`config.mk`:
```
export PLATFORM = sky130hd
export DESIGN_NAME = systolic_mm_engine
export DESIGN_NICKNAME = d
export VERILOG_FILES = /design/src/rtl/systolic_mm_pkg.sv /design/src/rtl/systolic_mm_pe.sv /design/src/rtl/systolic_mm_engine.sv
export SDC_FILE = /design/constraint.sdc
export NUM_CORES = 2
export LEC_CHECK = 0
export CAP_MARGIN = 10
export CORE_ASPECT_RATIO = 1.5
export CORE_UTILIZATION = 30
export CTS_BUF_LIST = sky130_fd_sc_hd__clkbuf_16
export CTS_CLUSTER_SIZE = 24
export DETAILED_ROUTE_END_ITERATION = 8
export GPL_TIMING_DRIVEN = 0
export PLACE_DENSITY = 0.57
export RECOVER_POWER = 100
export SLEW_MARGIN = 20
export SYNTH_ARGS = -nofsm -noshare
export SYNTH_HDL_FRONTEND = slang
export SYNTH_SLANG_ARGS = --single-unit
```
`constraint.sdc`:
```
create_clock -name clk -period 11.76 [get_ports clk]
set_input_delay 2.352 -clock clk [delete_from_list [all_inputs] [get_ports clk]]
set_output_delay 2.352 -clock clk [all_outputs]
set_load 0.05 [all_outputs]
```
`src/rtl/systolic_mm_pkg.sv`:
```
// -----------------------------------------------------------------------------
// systolic_mm_pkg
// Shared types and sizing helpers for the systolic matrix-multiply engine.
//   state_e        : control FSM states (IDLE, LOAD, DRAIN, DONE)
//   default_acc_w  : accumulator width that cannot overflow for an N-term dot
//                    product of DATA_W x DATA_W products
//   drain_steps    : zero-operand steps needed after the last beat (2N-2)
// -----------------------------------------------------------------------------
package systolic_mm_pkg;

    typedef enum logic [1:0] {
        ST_IDLE  = 2'd0,
        ST_LOAD  = 2'd1,
        ST_DRAIN = 2'd2,
        ST_DONE  = 2'd3
    } state_e;

    function automatic int default_acc_w(input int n, input int data_w);
        return 2 * data_w + $clog2(n + 1);
    endfunction

    // The last operand pair enters PE(0,0) at step N-1 and needs 2N-2 more
    // steps to reach PE(N-1,N-1).
    function automatic int drain_steps(input int n);
        return 2 * n - 2;
    endfunction

endpackage

```
`src/rtl/systolic_mm_pe.sv`:
```
// -----------------------------------------------------------------------------
// systolic_mm_pe
// One output-stationary MAC cell. On each enabled step it adds a_in*b_in to
// its accumulator and registers a_in / b_in for the right / lower neighbour.
// clr has priority over en and zeroes all cell state.
// Optional macro SYSMM_SIGNED_EN: operands are two's complement and the
// product is sign-extended into the accumulator; otherwise zero-extended.
// Ports:
//   clk, reset (async, active-low)
//   en, clr          : step enable, synchronous clear
//   a_in, b_in       : operands from left / top
//   a_out, b_out     : registered operands to right / bottom
//   acc              : accumulator (ACC_W bits, wraps modulo 2^ACC_W)
// -----------------------------------------------------------------------------
module systolic_mm_pe
    import systolic_mm_pkg::*;
#(
    parameter int DATA_W = 8,
    parameter int ACC_W  = 18
) (
    input  logic              clk,
    input  logic              reset,
    input  logic              en,
    input  logic              clr,
    input  logic [DATA_W-1:0] a_in,
    input  logic [DATA_W-1:0] b_in,
    output logic [DATA_W-1:0] a_out,
    output logic [DATA_W-1:0] b_out,
    output logic [ACC_W-1:0]  acc
);

    logic [DATA_W-1:0]   a_q, a_d;
    logic [DATA_W-1:0]   b_q, b_d;
    logic [ACC_W-1:0]    acc_q, acc_d;
    logic [2*DATA_W-1:0] prod;
    logic [ACC_W-1:0]    prod_ext;

    always_comb begin
`ifdef SYSMM_SIGNED_EN
        prod     = $signed({{DATA_W{a_in[DATA_W-1]}}, a_in}) *
                   $signed({{DATA_W{b_in[DATA_W-1]}}, b_in});
        prod_ext = ACC_W'($signed(prod));
`else
        prod     = {{DATA_W{1'b0}}, a_in} * {{DATA_W{1'b0}}, b_in};
        prod_ext = ACC_W'(prod);
`endif
    end

    // NOTE: every _d gets its hold value first, so no path can infer a latch.
    always_comb begin
        a_d   = a_q;
        b_d   = b_q;
        acc_d = acc_q;
        if (clr) begin
            a_d   = '0;
            b_d   = '0;
            acc_d = '0;
        end else if (en) begin
            a_d   = a_in;
            b_d   = b_in;
            acc_d = acc_q + prod_ext;
        end
    end

    // NOTE: non-blocking assignments so every cell samples its neighbours'
    // pre-edge values, which is what makes the array shift in lockstep.
    always_ff @(posedge clk or negedge reset) begin
        if (!reset) begin
            a_q   <= '0;
            b_q   <= '0;
            acc_q <= '0;
        end else begin
            a_q   <= a_d;
            b_q   <= b_d;
            acc_q <= acc_d;
        end
    end

    assign a_out = a_q;
    assign b_out = b_q;
    assign acc   = acc_q;

endmodule

```
`src/rtl/systolic_mm_engine.sv`:
```
// -----------------------------------------------------------------------------
// systolic_mm_engine
// NxN output-stationary systolic multiplier, C = A x B. Operands arrive as N
// beats (column k of A with row k of B); the block skews them internally,
// drains the array, then presents the whole C matrix until accepted.
// Optional macro SYSMM_SIGNED_EN: two's-complement operands and results.
// Ports:
//   clk, reset (async, active-low)
//   start                    : begin a job (honoured only when idle)
//   busy                     : job in progress or result pending
//   in_valid / in_ready      : operand beat handshake (ready while loading)
//   a_col, b_row             : element i / j at [i*DATA_W +: DATA_W]
//   out_valid / out_ready    : result handshake
//   c_flat                   : C(i,j) at [(i*N+j)*ACC_W +: ACC_W]
// -----------------------------------------------------------------------------
module systolic_mm_engine
    import systolic_mm_pkg::*;
#(
    parameter int N      = 3,
    parameter int DATA_W = 8,
    parameter int ACC_W  = default_acc_w(N, DATA_W)
) (
    input  logic                  clk,
    input  logic                  reset,
    input  logic                  start,
    output logic                  busy,
    input  logic                  in_valid,
    output logic                  in_ready,
    input  logic [N*DATA_W-1:0]   a_col,
    input  logic [N*DATA_W-1:0]   b_row,
    output logic                  out_valid,
    input  logic                  out_ready,
    output logic [N*N*ACC_W-1:0]  c_flat
);

    localparam int DRAIN_STEPS = drain_steps(N);
    localparam int CNT_W       = $clog2(2 * N + 1);

    state_e           state_q, state_d;
    logic [CNT_W-1:0] cnt_q, cnt_d;
    logic             step;
    logic             clr;
    logic             inject;

    // ---------------- control FSM ----------------
    always_comb begin
        state_d   = state_q;
        cnt_d     = cnt_q;
        step      = 1'b0;
        clr       = 1'b0;
        busy      = (state_q != ST_IDLE);
        in_ready  = (state_q == ST_LOAD);
        out_valid = (state_q == ST_DONE);
        unique case (state_q)
            ST_IDLE: begin
                if (start) begin
                    state_d = ST_LOAD;
                    cnt_d   = '0;
                    clr     = 1'b1;
                end
            end
            ST_LOAD: begin
                if (in_valid) begin
                    step = 1'b1;
                    if (cnt_q == CNT_W'(N - 1)) begin
                        cnt_d   = '0;
                        state_d = (N == 1) ? ST_DONE : ST_DRAIN;
                    end else begin
                        cnt_d = cnt_q + 1'b1;
                    end
                end
            end
            ST_DRAIN: begin
                step = 1'b1;
                if (cnt_q == CNT_W'(DRAIN_STEPS - 1)) begin
                    cnt_d   = '0;
                    state_d = ST_DONE;
                end else begin
                    cnt_d = cnt_q + 1'b1;
                end
            end
            ST_DONE: begin
                if (out_ready) state_d = ST_IDLE;
            end
            default: state_d = ST_IDLE;
        endcase
    end

    always_ff @(posedge clk or negedge reset) begin
        if (!reset) begin
            state_q <= ST_IDLE;
            cnt_q   <= '0;
        end else begin
            state_q <= state_d;
            cnt_q   <= cnt_d;
        end
    end

    // Outside LOAD the array is fed zeros, so draining adds nothing.
    assign inject = (state_q == ST_LOAD);

    // ---------------- input skew ----------------
    // Row i of A and column i of B share a delay line of i stages so that
    // a[i][k] and b[k][j] meet in PE(i,j) at step k+i+j.
    logic [DATA_W-1:0] a_edge [N];
    logic [DATA_W-1:0] b_edge [N];

    for (genvar s = 0; s < N; s++) begin : g_skew
        logic [DATA_W-1:0] a_inj, b_inj;
        assign a_inj = inject ? a_col[s*DATA_W +: DATA_W] : '0;
        assign b_inj = inject ? b_row[s*DATA_W +: DATA_W] : '0;

        if (s == 0) begin : g_direct
            assign a_edge[s] = a_inj;
            assign b_edge[s] = b_inj;
        end else begin : g_line
            logic [2*DATA_W-1:0] line_q [s];
            logic [2*DATA_W-1:0] line_d [s];

            always_comb begin
                line_d = line_q;
                if (clr) begin
                    for (int m = 0; m < s; m++) line_d[m] = '0;
                end else if (step) begin
                    line_d[0] = {a_inj, b_inj};
                    for (int m = 1; m < s; m++) line_d[m] = line_q[m-1];
                end
            end

            // NOTE: the delay lines are plain registers, not a RAM, and are
            // reset element by element so an aborted job leaves no residue.
            always_ff @(posedge clk or negedge reset) begin
                if (!reset) begin
                    for (int m = 0; m < s; m++) line_q[m] <= '0;
                end else begin
                    line_q <= line_d;
                end
            end

            assign a_edge[s] = line_q[s-1][2*DATA_W-1:DATA_W];
            assign b_edge[s] = line_q[s-1][DATA_W-1:0];
        end
    end

    // ---------------- PE array ----------------
    logic [DATA_W-1:0] a_fwd [N][N];
    logic [DATA_W-1:0] b_fwd [N][N];
    logic [ACC_W-1:0]  acc   [N][N];

    for (genvar i = 0; i < N; i++) begin : g_row
        for (genvar j = 0; j < N; j++) begin : g_col
            logic [DATA_W-1:0] a_in, b_in;

            if (j == 0) begin : g_a_edge
                assign a_in = a_edge[i];
            end else begin : g_a_fwd
                assign a_in = a_fwd[i][j-1];
            end

            if (i == 0) begin : g_b_edge
                assign b_in = b_edge[j];
            end else begin : g_b_fwd
                assign b_in = b_fwd[i-1][j];
            end

            systolic_mm_pe #(
                .DATA_W (DATA_W),
                .ACC_W  (ACC_W)
            ) u_pe (
                .clk   (clk),
                .reset (reset),
                .en    (step),
                .clr   (clr),
                .a_in  (a_in),
                .b_in  (b_in),
                .a_out (a_fwd[i][j]),
                .b_out (b_fwd[i][j]),
                .acc   (acc[i][j])
            );

            assign c_flat[(i*N+j)*ACC_W +: ACC_W] = acc[i][j];
        end
    end

endmodule

```
### Word-level counts from Yosys, hierarchy flattened

Index checks and enable logic that the tools add are counted.
W data, S select, Z words.

* output and inout port bits: 165
* flip-flop bits (word level): 311
* word-level logic and storage cells: 128

* add/subtract/negate cells: 10
* $mul: 9
* multiplexer cells: 67
* reduce and logical (&&, ||, !) cells: 6
* equal/unequal tests: 10

Operator list (number)
* $mux W18: 18
* $mux W8: 30
* $add A18 B16 Y18: 9
* $mul A8 B8 Y16: 9
* $mux W32: 2
* $mux W16: 2
* $mux W3: 4
* $mux W2: 5
* $pmux W3 S3: 1
* $pmux W2 S4: 1
* $eq A3 B2 Y1 const B: 2
* $ne A2 B2 Y1 const B: 3
* $reduce_and A5 Y1: 1
* $eq A2 B2 Y1 const B: 2
* $ne A2 B1 Y1 const B: 2
* $reduce_bool A2 Y1: 2
* $add A3 B1 Y3 const B: 1
* $mux W1: 3
* $reduce_and A3 Y1: 1
* $reduce_bool A3 Y1: 1
* $eq A2 B1 Y1 const B: 1
* $logic_not A2 Y1: 1
* $pmux W1 S2: 1

### Longest topological paths before layout

* depth in word-level cells: 6
* mapped depth: 22
* gate-level depth less buffers: 20

### Hierarchy

A second synthesis with hierarchy kept.

* cells, all modules: 4276
* area, all modules: 39188.8 um^2

By module, submodules not included
* systolic_mm_pe at g_row[1].g_col[0].u_pe ...: cells an instance 460, instances 3, area an instance 4125.2 um^2
* systolic_mm_pe at g_row[0].g_col[0].u_pe ...: cells an instance 450, instances 2, area an instance 4081.4 um^2
* systolic_mm_pe at g_row[2].g_col[2].u_pe: cells an instance 467, instances 1, area an instance 4130.2 um^2
* systolic_mm_pe at g_row[2].g_col[0].u_pe: cells an instance 454, instances 1, area an instance 4110.2 um^2
* systolic_mm_pe at g_row[2].g_col[1].u_pe: cells an instance 459, instances 1, area an instance 4107.7 um^2
* systolic_mm_pe at g_row[0].g_col[2].u_pe: cells an instance 444, instances 1, area an instance 4045.1 um^2
* systolic_mm_engine: cells an instance 172, instances 1, area an instance 2257.2 um^2

### Worst setup path before layout

Ideal clock, no wire load.

* path type: input-to-reg
* start: input port a_col[6]
* end: register g_row[0].g_col[0].u_pe.acc_q[11]
* path buffers: 1
* path slack: 5185 ps
* data required time: 11620 ps
* data arrival time: 6435 ps
* stages on the path: 17
* cell sequence: and2_1 -> clkbuf_1 -> nand2_1 -> fa_1 -> inv_1 -> fa_1 -> inv_1 -> fa_1 -> fa_1 -> inv_1 -> ha_1 -> o21a_1 -> o21a_1 -> o31a_1 -> or2_2 -> a2111oi_0 -> a211oi_1

* cells in the longest elaborated chain, start to end: 5

Ends and longest elaborated chain
* start, declared: line systolic_mm_engine.sv:29 `input logic [N*DATA_W-1:0] a_col,`
* $mux W8: line systolic_mm_engine.sv:110 `assign a_inj = inject ? a_col[s*DATA_W +: DATA_W] : '0;`
* $mul A8 B8 Y16: line systolic_mm_pe.sv:44 `prod = {{DATA_W{1'b0}}, a_in} * {{DATA_W{1'b0}}, b_in};`
* $add A18 B16 Y18: line systolic_mm_pe.sv:61 `acc_d = acc_q + prod_ext;`
* $mux W18: line systolic_mm_pe.sv:58 `end else if (en) begin`
* $mux W18: line systolic_mm_pe.sv:54 `if (clr) begin`
* end signal, assigned: line systolic_mm_pe.sv:71 `acc_q <= '0;`
* end signal, assigned: line systolic_mm_pe.sv:75 `acc_q <= acc_d;`
* end, declared: line systolic_mm_pe.sv:34 `logic [ACC_W-1:0] acc_q, acc_d;`

No other way between the ends. The select of a mux whose other input is x is not followed.
A chain may end at the register's enable or synchronous reset.

### Final worst setup path

* start: input port a_col[6]
* end: register g_row[0].g_col[0].u_pe.acc_q[17]

The elaborated chain is that of the path after synthesis.

==> metrics.csv <==
metric,value,unit
initialDrtViolationCount,1831,
clock_latency,0.61,ns
final_estimated_routing_congestion_in_global_placement,0.905,
fin_tns_setup,0,ns
route.detailed.wl_per_inst,20.6,µm
layout-drive-gt1-share,1.82,%
dp_worst_setup_slack,3.90,ns
boundaryPins,218,
synth_top_area_share,24.8,%
cts.htree.levels,2,
critPathMaxFanout,9,
irDropWorstVdd,0.127,mV
crit_slowest_cell,sky130_fd_sc_hd__clkdlybuf4s50_1,
most_frequent_cell_after_synthesis,sky130_fd_sc_hd__inv_1,
mappedNetlistArea,0.0363,mm²
violations,"capacitance limit, slew limit",
final_design_utilization,34.8,%
static_leakage,21.6,nW
status,finished with violations,
power.net_switching,4.75,mW
power.switching_fraction,57.0,%
detail_route.vias_per_cell,4.89,
pin_count_of_the_biggest_net_entering_global_routing,89,
layout.cells.non_filler,6140,
cts.path.max_buffers,3,
setup.worst_path.start_class,input port,
die_w,286,µm
skew,0.0409,ns
hold_buffers,0,
power_density,199,mW/mm²
place.port_buffers,214,
fin_crit,7.30,ns
slew_headroom,-186,%
postLayoutSetupSlackWorst,4.46,ns
clock_network_fraction_of_design_power,15.2,%
crit_path_end_kind,flop,
die_area,0.123,mm²
dpl_cell_area,0.0407,mm²
synth_net_count,5140,
post_synth_main_area_contributors,"sky130_fd_sc_hd__fa_1 (25%), sky130_fd_sc_hd__dfrtp_1 (21%), sky130_fd_sc_hd__ha_1 (13%)",
via_count,30011,
maxClockFrequency,137,MHz
synthCells,4268,
dp_hpwl,101,mm
worst_path_cell_chain,"clkdlybuf4s50_1, and2_1, clkbuf_1, nand2_1, fa_1, inv_1, fa_1, fa_1, inv_1, fa_1, inv_1, ha_1, clkbuf_1, a21o_1, a221o_1, a221o_1, a21oi_1, nor4b_1, nor4b_1",
internal_power_consumption,3.59,mW
root_buffer,sky130_fd_sc_hd__clkbuf_16,
post_layout_total_power,8.34,mW
netlist_top_cells_count,"sky130_fd_sc_hd__inv_1 (954), sky130_fd_sc_hd__nand2_1 (660), sky130_fd_sc_hd__fa_1 (450)",
maxCapViolations,2,
total_clock_buffers_created_by_cts,38,
synthToLayoutAreaGrowth,15.1,%
timing.critical_path.required,12.25,ns
sequential_element_share_of_the_synthesized_area,21.4,%
tritoncts,yes,
synth_area_per_cell,8.52,µm²
final.fill_count,12718,
share_of_flip_flops_with_an_asynchronous_set_or_reset_after_synthesis,100,%
finalSetupViolCount,0,
power_frac_comb,63.1,%
timing_max_transition_violations_final,76,
ys_seq_elements,311,
initial_core_util,30.2,%
seq_power_share,21.7,%
count_of_distinct_cell_types_in_the_synthesized_netlist,64,
first_global_vias,31521,
post_cts.repair.setup_buffers,0,
critPathKind,input port to flop,
cts.repair.resized,0,
tightestPinTransition,4.29,ns
groute.usage.overall,21.0,%
first_pass_detailed_route_iteration_total,6,
ant_nets,0,
top_flip_flop_cell_by_instance_count_after_synthesis,sky130_fd_sc_hd__dfrtp_1,
routed_wl,126,mm
path_clk_slew,0.06,ns
ys.warnings.count,0,
first_pass_grt_wire_length,192,mm
postLayoutCellArea,0.0418,mm²
finalHoldWorstSlack,0.507,ns
hold_viol,0,
design.final.nets,5401,
place.detailed.instances,6069,
period_share,62.1,%
overflow,0,
num_rows,156,
most_area_hungry_cell_type_in_the_yosys_netlist,sky130_fd_sc_hd__fa_1,
core,0.120,mm²
grt_setup_unrepaired,false,
multiInputGateArea,0.0241,mm²
cp.arrival,7.79,ns
area_used_by_sequential_logic_in_the_layout,0.00778,mm²
critical_path_s_most_frequent_cell,sky130_fd_sc_hd__fa_1,
timing.hold.worst.class,flop to flop,
die-height,428,µm
clkSinkCount,311,
drcViolationCount,0,
critPathMaxStageDelay,0.60,ns
synth_edf_count,0,
antenna_found_initial,6,
placed cells by master, fill, tap and decap left out, types with 32 or more instances in the layout:
cell | synthesis | routed
sky130_fd_sc_hd__a22o_1 | 43 | 43
sky130_fd_sc_hd__inv_1 | 954 | 963
sky130_fd_sc_hd__clkbuf_1 | 185 | 201
sky130_fd_sc_hd__a211oi_1 | 32 | 35
sky130_fd_sc_hd__dlygate4sd3_1 | 0 | 169
sky130_fd_sc_hd__and2_1 | 285 | 282
sky130_fd_sc_hd__xor2_1 | 32 | 32
sky130_fd_sc_hd__a21o_1 | 59 | 59
sky130_fd_sc_hd__clkdlybuf4s50_1 | 0 | 44
sky130_fd_sc_hd__xnor2_1 | 42 | 42
sky130_fd_sc_hd__nor2_1 | 110 | 109
sky130_fd_sc_hd__a21oi_1 | 271 | 271
sky130_fd_sc_hd__ha_1 | 369 | 369
sky130_fd_sc_hd__nand2_1 | 660 | 660
sky130_fd_sc_hd__clkbuf_16 | 0 | 38
sky130_fd_sc_hd__o21ai_0 | 97 | 100
sky130_fd_sc_hd__and3_1 | 51 | 51
sky130_fd_sc_hd__fa_1 | 450 | 450
sky130_fd_sc_hd__nand3_1 | 58 | 58
sky130_fd_sc_hd__dfrtp_1 | 311 | 311
area by class of cell:
| type | instances | share of cell area (%) |
|---|---|---|
| Clock inverter | 31 | 0.745 |
| Antenna cell | 2 | 0.0120 |
| Buffer | 215 | 1.96 |
| Timing Repair Buffer | 221 | 5.43 |
| Multi-Input combinational cell | 2788 | 57.7 |
| Sequential cell | 311 | 18.6 |
| Tap cell | 1580 | 4.73 |
| Clock buffer | 38 | 2.27 |
| Inverter | 954 | 8.56 |
worst max-delay path: cells and delay by family:
kind,cells,cell delay [ns]
fa+ha+maj,5,2.24
buf+inv,6,1.37
compound gates,4,1.11
simple gates,4,0.72
state kept, by name (all words and copies together) (netlist names):
| name | cells |
|---|---|
| g_row.g_col.u_pe.acc | 162 |
| state_q | 2 |
| g_row.g_col.u_pe.a_out | 48 |
| a_edge | 8 |
| cnt_q | 3 |
| g_skew.g_line.line_q | 32 |
| g_row.g_col.u_pe.b_out | 48 |
| b_edge | 8 |
power groups by stage:
stage          combinational [mW]  clock [mW]  sequential (mW)
6_report                     5.26        1.27             1.81
5_1_grt                      5.72        1.32             1.86
4_1_cts                      5.37        1.29             1.82
3_5_place_dp                 5.35           0             1.84
3_3_place_gp                 5.24           0             1.84
2_1_floorplan                2.73           0             2.16
kinds of logic after synthesis:
kind of cell             synth area share, %
adder cells (fa/ha/maj)                 37.5
multiplexers                           0.310
buffers and inverters                   12.1
AO/OA/AOI/OAI                           10.5
flip-flops                              21.4
AND/OR/NAND/NOR                         16.4
XOR/XNOR                                1.78
final timing paths:
check	endpoint	slack, ns	from	cells past startpoint
setup / recovery	g_row[0].g_col[0].u_pe.acc[17]$_DFFE_PN0P_	4.46	a_col[6]	19
hold / removal	g_skew[2].g_line.line_q[23]$_DFFE_PN0P_	0.51	g_skew[2].g_line.line_q[23]$_DFFE_PN0P_	1
setup reg to reg	g_row[0].g_col[0].u_pe.acc[17]$_DFFE_PN0P_	5.58	state_q[1]$_DFFE_PN0P_	20
hold reg to reg	g_skew[2].g_line.line_q[23]$_DFFE_PN0P_	0.51	g_skew[2].g_line.line_q[23]$_DFFE_PN0P_	1
max in group asynchronous	g_row[0].g_col[1].u_pe.acc[5]$_DFFE_PN0P_	6.06	reset	1
min in group asynchronous	g_row[1].g_col[2].u_pe.acc[4]$_DFFE_PN0P_	3.29	reset	1
layer usage:
layer  vias up  share of wire [%]  track usage, %
met1     15174                 38            23.7
li1      13697                  -               -
met4         0                7.9            13.6
met2       841                 50            37.0
met5         -                  0               0
met3       299                4.4            2.46
Note: power is estimated with default switching activity, not from simulation.
